===== src/rtl/soc_mmio_pkg.sv =====
// Shared definitions for the memory-mapped UART transmitter:
//   - word offsets of the register window (TXDATA, STATUS, DIVISOR)
//   - bit positions of the STATUS fields
//   - transmitter FSM state encoding
//   - helper that maps the programmed divisor to the divisor actually used
package soc_mmio_pkg;

    // Word offsets inside the window, i.e. address[3:2]
    localparam logic [1:0] OFF_TXDATA  = 2'd0;
    localparam logic [1:0] OFF_STATUS  = 2'd1;
    localparam logic [1:0] OFF_DIVISOR = 2'd2;

    // STATUS bit positions; the FIFO count occupies bits [12:4]
    localparam int STAT_FULL      = 0;
    localparam int STAT_EMPTY     = 1;
    localparam int STAT_BUSY      = 2;
    localparam int STAT_OVF       = 3;
    localparam int STAT_COUNT_LSB = 4;
    localparam int STAT_COUNT_W   = 9;

    typedef enum logic [1:0] {
        ST_IDLE  = 2'd0,
        ST_START = 2'd1,
        ST_DATA  = 2'd2,
        ST_STOP  = 2'd3
    } uart_state_e;

    // A programmed divisor of zero behaves like one clock per bit
    function automatic logic [15:0] eff_div(input logic [15:0] div);
        return (div == 16'd0) ? 16'd1 : div;
    endfunction

endpackage


===== src/rtl/sync_fifo.sv =====
// Synchronous first-word-fall-through FIFO.
//   clk, rst          : clock, synchronous active-high reset
//   push, wdata       : write request and data (ignored while full)
//   pop, rdata        : read request (ignored while empty); rdata shows the head
//   full, empty, count: occupancy, count ranges 0..DEPTH
// DEPTH must be a power of two so the pointers wrap naturally.
module sync_fifo #(
    parameter int WIDTH = 8,
    parameter int DEPTH = 16
) (
    input  logic                     clk,
    input  logic                     rst,
    input  logic                     push,
    input  logic                     pop,
    input  logic [WIDTH-1:0]         wdata,
    output logic [WIDTH-1:0]         rdata,
    output logic                     full,
    output logic                     empty,
    output logic [$clog2(DEPTH):0]   count
);

    localparam int AW = $clog2(DEPTH);
    localparam int CW = AW + 1;

    logic [WIDTH-1:0] mem_q [DEPTH];
    logic [AW-1:0]    wr_ptr_q, wr_ptr_d;
    logic [AW-1:0]    rd_ptr_q, rd_ptr_d;
    logic [CW-1:0]    count_q, count_d;
    logic             do_push_s, do_pop_s;

    assign full      = (count_q == CW'(DEPTH));
    assign empty     = (count_q == CW'(0));
    assign count     = count_q;
    assign rdata     = mem_q[rd_ptr_q];
    assign do_push_s = push && !full;
    assign do_pop_s  = pop && !empty;

    // Next pointers and occupancy; simultaneous push and pop keep count
    always_comb begin
        wr_ptr_d = wr_ptr_q;
        rd_ptr_d = rd_ptr_q;
        count_d  = count_q;
        if (do_push_s) begin
            wr_ptr_d = wr_ptr_q + AW'(1);
        end else begin
            wr_ptr_d = wr_ptr_q;
        end
        if (do_pop_s) begin
            rd_ptr_d = rd_ptr_q + AW'(1);
        end else begin
            rd_ptr_d = rd_ptr_q;
        end
        case ({do_push_s, do_pop_s})
            2'b10:   count_d = count_q + CW'(1);
            2'b01:   count_d = count_q - CW'(1);
            default: count_d = count_q;
        endcase
    end

    // Pointer and count registers
    always_ff @(posedge clk) begin
        if (rst) begin
            wr_ptr_q <= AW'(0);
            rd_ptr_q <= AW'(0);
            count_q  <= CW'(0);
        end else begin
            wr_ptr_q <= wr_ptr_d;
            rd_ptr_q <= rd_ptr_d;
            count_q  <= count_d;
        end
    end

    // Storage array; contents need no reset because empty masks them
    always_ff @(posedge clk) begin
        if (do_push_s) begin
            mem_q[wr_ptr_q] <= wdata;
        end
    end

endmodule


===== src/rtl/mmio_uart_tx.sv =====
// Memory-mapped UART transmitter (8N1) with a TX FIFO.
//   clk, rst      : clock, synchronous active-high reset
//   address       : CPU byte address; window = BASE_ADDR + {0x0 TXDATA, 0x4 STATUS, 0x8 DIVISOR}
//   write_data    : CPU store data
//   w_en_mem      : store strobe
//   r_en_mem      : load strobe
//   mmio_hit      : combinational window decode (SoC uses it to steer loads and block RAM writes)
//   mmio_rdata    : load data, valid the cycle after r_en_mem, zero otherwise
//   tx            : serial line, idle high
module mmio_uart_tx
    import soc_mmio_pkg::*;
#(
    parameter logic [31:0] BASE_ADDR  = 32'h0080_0000,
    parameter int          FIFO_DEPTH = 16,
    parameter int          RESET_DIV  = 16
) (
    input  logic        clk,
    input  logic        rst,
    input  logic [31:0] address,
    input  logic [31:0] write_data,
    input  logic        w_en_mem,
    input  logic        r_en_mem,
    output logic        mmio_hit,
    output logic [31:0] mmio_rdata,
    output logic        tx
);

    localparam int CW = $clog2(FIFO_DEPTH) + 1;

    logic [1:0]  word_s;
    logic        hit_s;
    logic        wr_txdata_s, wr_status_s, wr_div_s;
    logic        push_s, pop_s;
    logic [7:0]  fifo_rdata_s;
    logic        fifo_full_s, fifo_empty_s;
    logic [CW-1:0] fifo_count_s;
    logic [31:0] status_s;
    logic        tick_end_s;
    logic        unused_s;

    logic        ovf_q, ovf_d;
    logic [15:0] div_q, div_d;
    logic [31:0] rdata_q, rdata_d;
    uart_state_e state_q, state_d;
    logic [15:0] tick_q, tick_d;
    logic [2:0]  bit_q, bit_d;
    logic [7:0]  shift_q, shift_d;
    logic [15:0] divl_q, divl_d;
    logic        tx_q, tx_d;

    // address[1:0] is ignored by design; only low data bits are meaningful
    assign unused_s    = ^{address[1:0], write_data[31:16]};

    assign word_s      = address[3:2];
    assign hit_s       = (address[31:4] == BASE_ADDR[31:4]) && (word_s != 2'd3);
    assign mmio_hit    = hit_s;
    assign wr_txdata_s = w_en_mem && hit_s && (word_s == OFF_TXDATA);
    assign wr_status_s = w_en_mem && hit_s && (word_s == OFF_STATUS);
    assign wr_div_s    = w_en_mem && hit_s && (word_s == OFF_DIVISOR);
    // Fullness is judged at cycle start, so a same-cycle pop never rescues a push
    assign push_s      = wr_txdata_s && !fifo_full_s;
    assign tick_end_s  = (tick_q == (divl_q - 16'd1));
    assign mmio_rdata  = rdata_q;
    assign tx          = tx_q;

    sync_fifo #(
        .WIDTH (8),
        .DEPTH (FIFO_DEPTH)
    ) u_fifo (
        .clk   (clk),
        .rst   (rst),
        .push  (push_s),
        .pop   (pop_s),
        .wdata (write_data[7:0]),
        .rdata (fifo_rdata_s),
        .full  (fifo_full_s),
        .empty (fifo_empty_s),
        .count (fifo_count_s)
    );

    // STATUS word assembly
    always_comb begin
        status_s = 32'd0;
        status_s[STAT_FULL]  = fifo_full_s;
        status_s[STAT_EMPTY] = fifo_empty_s;
        status_s[STAT_BUSY]  = (state_q != ST_IDLE);
        status_s[STAT_OVF]   = ovf_q;
        status_s[STAT_COUNT_LSB +: STAT_COUNT_W] = STAT_COUNT_W'(fifo_count_s);
    end

    // Register-file next state: overflow flag, divisor, load data
    always_comb begin
        ovf_d   = ovf_q;
        div_d   = div_q;
        rdata_d = 32'd0;
        if (wr_status_s) begin
            ovf_d = 1'b0;
        end else if (wr_txdata_s && fifo_full_s) begin
            ovf_d = 1'b1;
        end else begin
            ovf_d = ovf_q;
        end
        if (wr_div_s) begin
            div_d = write_data[15:0];
        end else begin
            div_d = div_q;
        end
        if (r_en_mem && hit_s) begin
            case (word_s)
                OFF_STATUS:  rdata_d = status_s;
                OFF_DIVISOR: rdata_d = {16'd0, div_q};
                default:     rdata_d = 32'd0;
            endcase
        end else begin
            rdata_d = 32'd0;
        end
    end

    // Transmitter FSM next state; the divisor is latched at pop so a
    // DIVISOR write mid-frame only affects the following frame
    always_comb begin
        state_d = state_q;
        tick_d  = tick_q;
        bit_d   = bit_q;
        shift_d = shift_q;
        divl_d  = divl_q;
        pop_s   = 1'b0;
        case (state_q)
            ST_IDLE: begin
                if (!fifo_empty_s) begin
                    pop_s   = 1'b1;
                    shift_d = fifo_rdata_s;
                    divl_d  = eff_div(div_q);
                    tick_d  = 16'd0;
                    state_d = ST_START;
                end else begin
                    state_d = ST_IDLE;
                end
            end
            ST_START: begin
                if (tick_end_s) begin
                    tick_d  = 16'd0;
                    bit_d   = 3'd0;
                    state_d = ST_DATA;
                end else begin
                    tick_d  = tick_q + 16'd1;
                end
            end
            ST_DATA: begin
                if (tick_end_s) begin
                    tick_d = 16'd0;
                    if (bit_q == 3'd7) begin
                        state_d = ST_STOP;
                    end else begin
                        bit_d   = bit_q + 3'd1;
                        shift_d = {1'b0, shift_q[7:1]};
                    end
                end else begin
                    tick_d = tick_q + 16'd1;
                end
            end
            ST_STOP: begin
                if (tick_end_s) begin
                    tick_d = 16'd0;
                    // Chain straight into the next start bit when data is waiting
                    if (!fifo_empty_s) begin
                        pop_s   = 1'b1;
                        shift_d = fifo_rdata_s;
                        divl_d  = eff_div(div_q);
                        state_d = ST_START;
                    end else begin
                        state_d = ST_IDLE;
                    end
                end else begin
                    tick_d = tick_q + 16'd1;
                end
            end
            default: begin
                state_d = ST_IDLE;
            end
        endcase
        // Line level follows the state being entered so tx stays registered
        case (state_d)
            ST_START: tx_d = 1'b0;
            ST_DATA:  tx_d = shift_d[0];
            default:  tx_d = 1'b1;
        endcase
    end

    // State registers
    always_ff @(posedge clk) begin
        if (rst) begin
            ovf_q   <= 1'b0;
            div_q   <= 16'(RESET_DIV);
            rdata_q <= 32'd0;
            state_q <= ST_IDLE;
            tick_q  <= 16'd0;
            bit_q   <= 3'd0;
            shift_q <= 8'd0;
            divl_q  <= eff_div(16'(RESET_DIV));
            tx_q    <= 1'b1;
        end else begin
            ovf_q   <= ovf_d;
            div_q   <= div_d;
            rdata_q <= rdata_d;
            state_q <= state_d;
            tick_q  <= tick_d;
            bit_q   <= bit_d;
            shift_q <= shift_d;
            divl_q  <= divl_d;
            tx_q    <= tx_d;
        end
    end

endmodule

===== config.mk =====
export PLATFORM = sky130hd
export DESIGN_NAME = mmio_uart_tx
export DESIGN_NICKNAME = d
export VERILOG_FILES = /design/src/rtl/soc_mmio_pkg.sv /design/src/rtl/sync_fifo.sv /design/src/rtl/mmio_uart_tx.sv
export SDC_FILE = /design/constraint.sdc
export NUM_CORES = 1
export LEC_CHECK = 0
export ABC_AREA = 1
export CAP_MARGIN = 30
export CORE_MARGIN = 2
export CORE_UTILIZATION = 45
export DETAILED_ROUTE_END_ITERATION = 8
export GPL_TIMING_DRIVEN = 0
export HOLD_SLACK_MARGIN = 0.12
export PLACE_DENSITY = 0.67
export SLEW_MARGIN = 10
export SYNTH_ARGS = -nofsm -noshare
export SYNTH_HDL_FRONTEND = slang
export SYNTH_SLANG_ARGS = --single-unit

===== constraint.sdc =====
create_clock -name clk -period 4.2 [get_ports clk]
set_input_delay 0.42 -clock clk [delete_from_list [all_inputs] [get_ports clk]]
set_output_delay 0.42 -clock clk [all_outputs]
set_load 0.05 [all_outputs]

# [Yosys cells after proc, flatten, opt, wreduce, memory -nomap -nowiden]
# Memories as Yosys holds them, arrays and structs flattened. A register that Yosys moved wholly into a read port is not among the register bits.
# Index checks and enable logic that the tools add are counted.
[totals] reg_bits=108 ram_bits=128 in_bits=68 out_inout_bits=34 word_cells=100 memories=1
[memory_table] name="u_fifo.mem_q" depth=16 width=8 read_ports=1 rd_clocked_by_memory_dff=1 wr=1 line="sync_fifo.sv:25" source="logic [WIDTH-1:0] mem_q [DEPTH];"
[classes] addsub=7 n_eq_ne=19 mux=32 bitwise_logic=1 reduce_logical=27
[ops] operator="16-bit case mux with 2 select lines" count=3
[ops] operator="16-bit 2-to-1 mux" count=5
[ops] operator="8-bit 2-to-1 mux" count=4
[ops] operator="28-bit by 20-bit == test with 1-bit output, second input constant" count=1
[ops] operator="8-bit case mux with 3 select lines" count=1
[ops] operator="16-bit by 1-bit adder with 16-bit output, second input constant" count=1
[ops] operator="16-bit == test" count=1
[ops] operator="16-bit logical NOT" count=1
[ops] operator="16-bit by 1-bit subtractor with 16-bit output, second input constant" count=1
[ops] operator="2-bit != test, second input constant" count=6
[ops] operator="2-bit == test, second input constant" count=5
[ops] operator="1-bit logical AND" count=10
[ops] operator="5-bit case mux with 2 select lines" count=1
[ops] operator="3-bit 2-to-1 mux" count=3
[ops] operator="4-bit by 1-bit adder with 4-bit output, second input constant" count=2
[ops] operator="2-bit by 1-bit == test with 1-bit output, second input constant" count=4
[ops] operator="2-bit 2-to-1 mux" count=4
[ops] operator="4-bit 2-to-1 mux" count=2
[ops] operator="2-bit case mux with 4 select lines" count=1
[ops] operator="4-bit AND reduction" count=2
[ops] operator="2-bit nonzero test" count=4
[ops] operator="3-bit case mux with 2 select lines" count=1
[ops] operator="5-bit by 1-bit adder with 5-bit output, second input constant" count=1
[ops] operator="5-bit == test, second input constant" count=1
[ops] operator="other kinds (13)" count=21

# [Logic depth before layout (Yosys ltp)]
[depth] word_depth=8 depth_mapped=30 depth_no_buf=29

# [Cells and area by module]
# Synthesis repeated with hierarchy kept, for this count alone.
[unflattened] cells_unflattened=1126 area_unflattened_um2=10689.0
[by_module_without_submodules] mod="sync_fifo" instances=1 cells_per_inst=474 area_each_um2=6075.8 seq_area_each_um2=4184.0
[by_module_without_submodules] mod="mmio_uart_tx" instances=1 cells_per_inst=652 area_each_um2=4613.2 seq_area_each_um2=1581.5

# [Worst setup path after synthesis]
# Ideal clock, no wire load.
[synth_path] path_kind="input to register" from="input port address[17]" to="register u_fifo.count_q[4] (netlist: u_fifo.count[4])" setup_ns=0.067 arrival_time_ns=3.638 t_required_ns=4.133 path_slack_ns=0.495 path_stages=19 path_buffers=1 path_cell_list="or2_2 nor3_1 nand4_1 nor3_1 nand4_1 ha_1 clkbuf_1 nand2_1 inv_1 nor2_1 ha_1 inv_1 nand2_1 nand2_1 nand2_1 nand2_1 nand2_1 nand2_1 a21oi_2"
[synth_between] elab_chain_cells=8 elab_cells_between_ends=10 cone_classes="eq/ne (3); mux (1); reduce/logical (6)"
[synth_lines] item="start, declared" line="mmio_uart_tx.sv:19" source="input logic [31:0] address,"
[synth_lines] item="28-bit by 20-bit == test with 1-bit output (*)" line="mmio_uart_tx.sv:55" source="assign hit_s = (address[31:4] == BASE_ADDR[31:4]) && (word_s != 2'd3);"
[synth_lines] item="1-bit logical AND (*)" line="mmio_uart_tx.sv:55"
[synth_lines] item="named net mmio_hit" line="mmio_uart_tx.sv:23" source="output logic mmio_hit,"
[synth_lines] item="1-bit logical AND (*) (2 in a row)" line="mmio_uart_tx.sv:57" source="assign wr_txdata_s = w_en_mem && hit_s && (word_s == OFF_TXDATA);"
[synth_lines] item="1-bit logical AND (*)" line="mmio_uart_tx.sv:61" source="assign push_s = wr_txdata_s && !fifo_full_s;"
[synth_lines] item="1-bit logical AND (*)" line="sync_fifo.sv:35" source="assign do_push_s = push && !full;"
[synth_lines] item="2-bit by 1-bit == test with 1-bit output or 2-bit == test (tied branches)" line="sync_fifo.sv:53" source="case ({do_push_s, do_pop_s})"
[synth_lines] item="5-bit case mux with 2 select lines or 2-bit nonzero test (tied branches)"
[synth_lines] item="end signal, assigned" line="sync_fifo.sv:69" source="count_q <= count_d;"
[synth_lines] item="end, declared" line="sync_fifo.sv:28" source="logic [CW-1:0] count_q, count_d;"
# The timed path passes the listed nets; every way through them passes the cells marked *.
# A chain may end at the register's enable or synchronous reset.

# [Final worst setup path]
[layout_path] from="register divl_q[0]" to="register u_fifo.count_q[4] (netlist: u_fifo.count[4])"
[layout_between] elab_chain_cells=7 elab_cells_between_ends=9 cone_classes="add/sub (1); eq/ne (3); mux (3); reduce/logical (2)"
[layout_lines] item="start, declared" line="mmio_uart_tx.sv:48" source="logic [15:0] divl_q, divl_d;"
[layout_lines] item="start signal, assigned" line="mmio_uart_tx.sv:200" source="divl_q <= eff_div(16'(RESET_DIV));"
[layout_lines] item="start signal, assigned" line="mmio_uart_tx.sv:210" source="divl_q <= divl_d;"
[layout_lines] item="16-bit by 1-bit subtractor with 16-bit output (*)" line="mmio_uart_tx.sv:62" source="assign tick_end_s = (tick_q == (divl_q - 16'd1));"
[layout_lines] item="16-bit == test (*)" line="mmio_uart_tx.sv:62"
[layout_lines] item="1-bit 2-to-1 mux (*)" line="mmio_uart_tx.sv:163" source="if (tick_end_s) begin"
[layout_lines] item="1-bit case mux with 2 select lines (*)" line="mmio_uart_tx.sv:128" source="case (state_q)"
[layout_lines] item="1-bit logical AND (*)" line="sync_fifo.sv:36" source="assign do_pop_s = pop && !empty;"
[layout_lines] item="named net u_fifo.do_pop_s" line="sync_fifo.sv:29" source="logic do_push_s, do_pop_s;"
[layout_lines] item="2-bit by 1-bit == test with 1-bit output or 2-bit == test (tied branches)" line="sync_fifo.sv:53"
[layout_lines] item="5-bit case mux with 2 select lines or 2-bit nonzero test (tied branches)"
# Marks and branches as above.

==> flow_metrics.tcl <==
set metrics [dict create \
    outcome "complete, no violations" \
    grt_start_max_net_pins 18 \
    final_common_cell "nor2_1" \
    tightestPinTransition_ns 0.987 \
    ctsRootBufferMaster "clkbuf_16" \
    skew_ns 0.0349 \
    synth_top_cell_area_share_pct 37.0 \
    crit_buf_inv 6 \
    detail-route-antenna-nets 0 \
    final_util_pct 54.4 \
    critPathKind "flop to flop" \
    cp_common_cell "nand2_1" \
    yosys.area_share.simple_pct 18.5 \
    firstDrtPassIters 5 \
    vias_per_cell 5.42 \
    synthMuxAreaShare_pct 0 \
    yosysSeqAreaShare_pct 55.5 \
    powerDensity_nw_per_um2 554 \
    rows 55 \
    antenna_found_initial 0 \
    crit_path_top_delay_cell "dfxtp_1" \
    ys_ff_latch 224 \
    synth_fa_ha_area_share_pct 2.53 \
    synth_top_family_by_area "simple AND/OR/NAND/NOR gates" \
    crit_family "simple AND/OR/NAND/NOR gates" \
    clockBufferDepth 3 \
    ir_worst_vdd_uv 296 \
    async_flop_share_pct 0 \
    core_um2 22600 \
    cts_tree "done" \
    clock-sinks 224 \
    final.period_utilization_pct 82.8 \
    globalRouteOverflowTotal 0 \
    drt_wl_total_um 26700 \
    place_inst 1506 \
    cp_max_fo 10 \
    fin_cells 1552 \
    die_y_um 156 \
    whs_ns 0.309 \
    die_w_um 156 \
    clkLatencyLatePin_ns 0.55 \
    fin_tns_setup_ns 0 \
    layout_common_cells "164 x nor2_1, 154 x nand2_1, 130 x o21ai_0, 128 x edfxtp_1, 96 x dfxtp_1" \
    p_leak_nw 4.45 \
    synth_xor_area_share_pct 1.90 \
    layout-drive-gt1-share_pct 8.37 \
    synthCells 1140 \
    fmax_mhz 287 \
    dieArea_um2 24300 \
    drt-initial-drc-count 718 \
    synth_area_um2 10400 \
    fin_crit_ns 3.48 \
    grt_pass1_wl_um 41900 \
    post_cts_buffers 0 \
    io-pin-count 102 \
    area_growth_syn_to_layout_pct 18.5 \
    drc 0 \
    final-hold-violation-count 0 \
    synth_area_leaders "edfxtp_1 37%, dfxtp_1 18%, o21ai_0 6.3%" \
    hold_path.class "input pin to flop" \
    setup.worst_path.end_class "flop" \
    diodes 0 \
    track_usage_pct 21.9 \
    setup_viol 0 \
    crit_required_ns 4.60 \
    crit_arrival_ns 3.88 \
    synthDistinctLibCells 50 \
    rsz0062_at_grt "false" \
    clkTransAtPathRegs_ns 0.06 \
    wire_per_inst_um 17.2 \
    drv_slew 0 \
    yosys_warnings 0 \
    gp_congestion 0.890 \
    synth_ff_type "edfxtp_1" \
    synth_top_area_cell "edfxtp_1" \
    postLayoutSetupSlackWorst_ns 0.721 \
    hold_buffers 0 \
    io_buffers 66 \
    syn_avg_cell_area_um2 9.12 \
    timing.slew.headroom_pct 34.0 \
    grt_pass1_vias 7898 \
    vias 8410 \
    cts_buffers 26 \
    final_nets 1338 \
    cts_resized 0 \
    htreeDepth 1 \
    crit_path_start_kind "flop" \
    start_util_pct 45.9 \
    synth_edf_count 128 \
    max_cap_viol_count 0 \
    place_hpwl_um 18700 \
    pre_cts_ws_ns 0.492 \
    slowest_delay_ns 0.44 \
    synth_compound_area_share_pct 14.9 \
]
==> cells by family (layout without fill, tap and decap cells) <==
kind of cell,count (synthesis),in the layout
other,1,16
adder cells (fa/ha/maj),21,21
AND/OR/NAND/NOR,431,431
AO/OA/AOI/OAI,275,275
XOR/XNOR,21,21
flip-flops,224,224
buffers and inverters,167,279
==> power by group <==
part           switching [mW]  internal, mW  leakage (nW)  total (mW)
Combinational            1.43         0.656          2.13        2.09
Clock                   0.918          1.29         0.394        2.21
Sequential             0.0988          2.43          1.93        2.52
Total                    2.45          4.37          4.45        6.82
==> final timing paths <==
check / slack [ns] / cells past startpoint / end / start
setup / recovery: 0.72 / 26 / u_fifo.count[4] / divl_q[0]
hold reg to reg: 0.49 / 2 / mmio_rdata[12] / div_q[12]
setup reg to reg: 0.72 / 26 / u_fifo.count[4] / divl_q[0]
hold / removal: 0.31 / 2 / state_q[1] / rst
==> metrics by stage <==
stage,power (mW),area [µm²]
finish,6.82,12300
global route,7.21,12300
CTS,6.83,12300
detailed placement,4.62,11500
global placement,4.58,11500
floorplan,4.02,10500
==> state kept, by name, summed over array words and instances (netlist names), named ones only <==
| register | cells |
|---|---|
| div_q | 16 |
| divl_q | 16 |
| tick_q | 16 |
| u_fifo.rd_ptr_q | 4 |
| u_fifo.wr_ptr_q | 4 |
| state_q | 2 |
| tx | 1 |
| ovf_q | 1 |
| mmio_rdata | 16 |
| u_fifo.mem_q | 128 |
| u_fifo.count | 5 |
| bit_q | 3 |
| shift_q | 8 |
==> final cells by class <==
type / count / area [µm²]
Buffer: 60 / 297
Clock buffer: 32 / 683
Clock inverter: 14 / 163
Fill cell: 2054 / 10300
Inverter: 107 / 404
Multi-Input combinational cell: 764 / 3990
Sequential cell: 224 / 5770
Tap cell: 285 / 357
Timing Repair Buffer: 66 / 661
==> Yosys cell counts, types with 2 or more instances <==
cell      number
a211oi_1       8
a211oi_2       6
a21oi_1       70
a21oi_2        2
a22oi_1        3
a311oi_1       2
and2_1         2
and3_1         2
buf_1          2
buf_4         17
clkbuf_1      40
clkinv_1       4
dfxtp_1       96
edfxtp_1     128
ha_1          21
inv_1         95
inv_2          7
nand2_1      154
nand2_2        7
nand2_4        3
nand3_1       24
nand3b_1       4
nand4_1       21
nor2_1       164
nor2_2         7
nor2_4         3
nor3_1        15
nor4_1        14
o211ai_1       4
o21ai_0      130
o21ai_1        5
o22ai_1       38
or2_2          7
xnor2_1        3
xor2_1        17
==> routing by layer <==
layer  wire length (µm)  GRT usage (%)
met1              11800           30.3
met5                  0              0
met4                553           5.99
met3               2390           5.08
met2              12000           34.8
Power figures use the tool's default switching activity.
